`src/rtl/dp_pkg.sv`:
```
// Shared helpers for the datapath arbiter library: index-width sizing and the
// packed-slice convention used for multi-requester operand buses.
package dp_pkg;

    // Ceiling log2 with a floor of 1 so a requester index is never zero-width.
    function automatic int clog2(input int unsigned n);
        int r;
        r = 0;
        for (int unsigned v = 1; v < n; v = v << 1) begin
            r++;
        end
        if (r == 0) begin
            r = 1;
        end
        return r;
    endfunction

    // Requester i occupies bits [i*width +: width] of a packed operand bus.
    function automatic int unsigned slice_lsb(input int unsigned idx, input int unsigned width);
        return idx * width;
    endfunction

endpackage

```
`src/rtl/SINC.sv`:
```
// Signed incrementer: two's-complement wrap, flags the max-positive operand.
module SINC #(
    parameter int DATA_WIDTH = 8
) (
    input  logic signed [DATA_WIDTH-1:0] a_i,
    output logic signed [DATA_WIDTH-1:0] y_o,
    output logic                         ovf_o
);

    localparam logic signed [DATA_WIDTH-1:0] MaxPos = {1'b0, {(DATA_WIDTH-1){1'b1}}};
    localparam logic signed [DATA_WIDTH-1:0] One    = {{(DATA_WIDTH-1){1'b0}}, 1'b1};

    assign y_o   = a_i + One;
    assign ovf_o = (a_i == MaxPos);

endmodule

```
`src/rtl/sinc_rr_arbiter.sv`:
```
// Round-robin arbiter sharing one SINC incrementer among NUM_REQ requesters,
// with a single-entry valid/ready result register.
module sinc_rr_arbiter
    import dp_pkg::*;
#(
    parameter  int DATA_WIDTH = 8,
    parameter  int NUM_REQ    = 4,
    localparam int ID_W       = clog2(NUM_REQ)
) (
    input  logic                            Clk,
    input  logic                            Rst_n,
    input  logic [NUM_REQ-1:0]              req,
    input  logic [NUM_REQ*DATA_WIDTH-1:0]   req_data,
    output logic [NUM_REQ-1:0]              gnt,
    output logic                            rsp_valid,
    input  logic                            rsp_ready,
    output logic [ID_W-1:0]                 rsp_id,
    output logic signed [DATA_WIDTH-1:0]    rsp_data,
    output logic                            rsp_ovf
);

    localparam int unsigned NR = NUM_REQ;
    localparam logic [ID_W-1:0] LastId = ID_W'(NUM_REQ - 1);

    logic [ID_W-1:0]              ptr_q, ptr_d;
    logic                         rsp_valid_q, rsp_valid_d;
    logic [ID_W-1:0]              rsp_id_q, rsp_id_d;
    logic signed [DATA_WIDTH-1:0] rsp_data_q, rsp_data_d;
    logic                         rsp_ovf_q, rsp_ovf_d;

    logic                         found;
    logic [ID_W-1:0]              winner;
    logic signed [DATA_WIDTH-1:0] operand;
    logic signed [DATA_WIDTH-1:0] sum;
    logic                         sum_ovf;
    logic                         accept;
    logic                         grant;
    int unsigned                  idx;
    logic [ID_W-1:0]              idx_w;

    // Scan ptr, ptr+1, ... modulo NUM_REQ; explicit wrap keeps non-power-of-2 counts correct.
    always_comb begin
        found   = 1'b0;
        winner  = '0;
        operand = '0;
        idx     = 0;
        idx_w   = '0;
        for (int unsigned k = 0; k < NR; k++) begin
            idx = 32'(ptr_q) + k;
            if (idx >= NR) begin
                idx = idx - NR;
            end
            idx_w = ID_W'(idx);
            if (!found && req[idx_w]) begin
                found   = 1'b1;
                winner  = idx_w;
                operand = req_data[slice_lsb(idx, DATA_WIDTH) +: DATA_WIDTH];
            end
        end
    end

    assign accept = !rsp_valid_q || rsp_ready;
    assign grant  = Rst_n && accept && found;

    always_comb begin
        gnt = '0;
        if (grant) begin
            gnt[winner] = 1'b1;
        end
    end

    SINC #(
        .DATA_WIDTH (DATA_WIDTH)
    ) u_sinc (
        .a_i   (operand),
        .y_o   (sum),
        .ovf_o (sum_ovf)
    );

    always_comb begin
        ptr_d       = ptr_q;
        rsp_valid_d = rsp_valid_q;
        rsp_id_d    = rsp_id_q;
        rsp_data_d  = rsp_data_q;
        rsp_ovf_d   = rsp_ovf_q;
        if (grant) begin
            ptr_d       = (winner == LastId) ? '0 : winner + 1'b1;
            rsp_valid_d = 1'b1;
            rsp_id_d    = winner;
            rsp_data_d  = sum;
            rsp_ovf_d   = sum_ovf;
        end else if (rsp_ready) begin
            rsp_valid_d = 1'b0;
        end
    end

    always_ff @(posedge Clk or negedge Rst_n) begin
        if (!Rst_n) begin
            ptr_q       <= '0;
            rsp_valid_q <= 1'b0;
            rsp_id_q    <= '0;
            rsp_data_q  <= '0;
            rsp_ovf_q   <= 1'b0;
        end else begin
            ptr_q       <= ptr_d;
            rsp_valid_q <= rsp_valid_d;
            rsp_id_q    <= rsp_id_d;
            rsp_data_q  <= rsp_data_d;
            rsp_ovf_q   <= rsp_ovf_d;
        end
    end

    assign rsp_valid = rsp_valid_q;
    assign rsp_id    = rsp_id_q;
    assign rsp_data  = rsp_data_q;
    assign rsp_ovf   = rsp_ovf_q;

endmodule

```
`config.mk`:
```
export PLATFORM = sky130hd
export DESIGN_NAME = sinc_rr_arbiter
export DESIGN_NICKNAME = d
export VERILOG_FILES = /design/src/rtl/dp_pkg.sv /design/src/rtl/SINC.sv /design/src/rtl/sinc_rr_arbiter.sv
export SDC_FILE = /design/constraint.sdc
export NUM_CORES = 1
export LEC_CHECK = 0
export ABC_AREA = 1
export CAP_MARGIN = 20
export CELL_PAD_IN_SITES_DETAIL_PLACEMENT = 1
export CELL_PAD_IN_SITES_GLOBAL_PLACEMENT = 1
export CORE_MARGIN = 2
export CORE_UTILIZATION = 47
export CTS_BUF_LIST = sky130_fd_sc_hd__clkbuf_4
export DETAILED_ROUTE_END_ITERATION = 10
export DONT_BUFFER_PORTS = 1
export PLACE_DENSITY_LB_ADDON = 0.1
export REMOVE_ABC_BUFFERS = 1
export SLEW_MARGIN = 0
export SYNTH_ARGS = -nofsm -noshare
export SYNTH_HDL_FRONTEND = slang
export SYNTH_SLANG_ARGS = --single-unit
```
`constraint.sdc`:
```
create_clock -name Clk -period 6.51 [get_ports Clk]
set_clock_uncertainty 0.1 [all_clocks]
set_input_delay 0.9765 -clock Clk [delete_from_list [all_inputs] [get_ports Clk]]
set_output_delay 0.9765 -clock Clk [all_outputs]
set_load 0.02 [all_outputs]
```
==> impl_results.md <==
* Post-synth EDFFs at 0
* Unique masters post-synth at 30
* Share of cells above drive strength 1 at 6.122%
* GRT Total Usage at 25.87%
* Most frequent cells in the layout: nand2_1, nand3_1, inv_1
* Unrepaired setup endpoints after global routing: no
* Routed WL per cell at 14.82 um
* Commonest non-fill, non-tap cell in the layout: nand2_1
* Mapped Cells at 403
* ANT cells at 0
* Global route overflow at 0
* Clock latency on the worst-skew pair at 280 ps
* Hold_buf cts at 0
* Worst r2r src: ptr_q[0]$_DFFE_PN0P_
* Hold_ws at 281.8 ps
* # H-tree levels at 1
* Max-cap violations at 0
* Ys async rst share at 100.0%
* Remaining antenna violation count at 0
* Dpl hpwl at 5046 um
* Min-Delay Path Class: primary input to async pin
* Final WL at 6582 um
* Main synth FF type: dfrtp_1
* Synth Register Bits at 14
* Post-CTS Resized at 0
* CP Launch Type: flop
* Slew Limit Fails at 0
* Setup TNS at 0 ps
* Nets at 443
* Global-route wire length before repair at 10960 um
* Status: finished clean
* Fin crit period at 5079 ps
* Fin util at 49.71%
* Vias at 2463
* Die area at 0.005167 mm2
* Cell total after placement at 441
* Sequential element share of the synthesized area at 16.18%
* Drt drc at 0
* Initial Utilization at 49.40%
* Worst EP required at 5430 ps
* Number of global-route vias before repair at 2472
* CP Class: flop to output port
* Ports at 55
* Largest net degree at the start of global routing at 45
* Routability Congestion at 0.8807
* Total CTS buffers at 3
* Yosys warning count at 0
* F_max at 196.9 MHz
* Core ar. at 0.004384 mm2
* Pre-antenna DRT Iters at 4
* Critical path arrival at 4000 ps
* Worst Path Max Fanout at 44
* Netlist Area Pre-Place at 0.002166 mm2
* Fin crit share at 78.02%
* Row Count at 24
* Clk slew on worst S/H paths at 80 ps
* CTS root buf: clkbuf_4
* Slew @ Worst Pin at 730.1 ps
* CTS Sinks at 14
* # setup viols final at 0
* Via/cell ratio at 5.547
* Mean Syn Cell Area at 5.374 um2
* TritonCTS clock tree: yes
* Initial antenna violation count at 0
* Crit path from: ptr_q[0]$_DFFE_PN0P_
* Hold Fails Final Rpt at 0
* Chip height at 71.89 um
* Relative slew margins at 51.33%
* Setup crit end kind: output port
* Post-route insts no fill at 444
* Port Buf Inserts at 0
* Postcts setup bufs at 0
* Iteration-0 DRC Markers at 102
* Longest Clk Path Bufs at 2
* Synth-to-Final Area Change at 0.6355%
* DIE WIDTH at 71.89 um
-- layer usage --
layer	up-vias	part of all wire [%]	GRT usage [%]
met2	53	48	44.96
met1	1164	48	35.66
met5	-	0	0
met4	0	0.23	2.725
li1	1244	-	-
met3	2	3.6	2.954
-- state kept, by name (all words and copies together) (netlist names) --
| signal | cells |
|---|---|
| ptr_q | 2 |
| rsp_data | 8 |
| rsp_ovf | 1 |
| rsp_id | 2 |
| rsp_valid | 1 |
-- through the flow --
stage / cell area [um2] / worst slack [ps]
floorplan: 2069 / 1794
global placement: 2157 / 1987
detailed placement: 2157 / 1754
CTS: 2180 / 1442
global route: 2180 / 1086
finish: 2180 / 1431
-- cell usage after synthesis (2+ instances only) --
library cell | instances | area share, %
dfrtp_1 | 14 | 16
inv_1 | 37 | 6.4
o21ai_0 | 25 | 5.8
clkbuf_1 | 4 | 0.69
nand2_1 | 187 | 32
mux2_2 | 2 | 1.0
nor2_4 | 2 | 1.0
nor2_1 | 33 | 5.7
inv_2 | 3 | 0.52
nand3_1 | 42 | 9.7
a21oi_1 | 3 | 0.69
nor2_2 | 2 | 0.58
buf_2 | 8 | 1.8
nand4_1 | 8 | 2.3
buf_4 | 4 | 1.4
a31oi_1 | 2 | 0.58
o211ai_1 | 2 | 0.69
nand2_2 | 4 | 1.2
ha_1 | 10 | 5.8
-- worst paths after layout --
path                                           end  slack [ps]  depth (start not counted)
setup / recovery                            gnt[3]        1430                         14
hold / removal             rsp_data[1]$_DFFE_PN0P_         280                          0
setup reg to reg           rsp_data[7]$_DFFE_PN0P_        2200                         13
hold reg to reg            rsp_data[1]$_DFFE_PN0P_         530                          2
max in group asynchronous     ptr_q[0]$_DFFE_PN0P_        5960                          0
min in group Clk           rsp_data[1]$_DFFE_PN0P_         530                          2
-- layout make-up --
cell class                      instances  area, um2
Sequential cell                        14      350.3
Tap cell                               52      65.06
Multi-Input combinational cell        332       1569
Fill cell                             661       2205
Inverter                               40      150.1
Clock buffer                            3      22.52
Timing Repair Buffer                    3      22.52
-- critical path, cell delays in order (launching register included) --
cell      delay, ps
dfrtp_1         330
buf_4           370
inv_2            80
ha_1            780
inv_1           480
nand2_1         210
nand2_2         110
nor2_8          210
nand2_2         160
o221ai_1        210
nor2_1          130
inv_1           100
ha_1            180
inv_1            50
nor2_1          310
-- cell families after synthesis --
kind of cell	count (synthesis)	share of synthesized area, %
simple gates	284	56.09
compound gates	36	9.532
fa+ha+maj	10	5.777
mux	2	1.040
buf+inv	57	11.38
flops	14	16.18
Power is not shown: default switching activity piles up to over one toggle a cycle in this logic, so the estimate is an artifact.
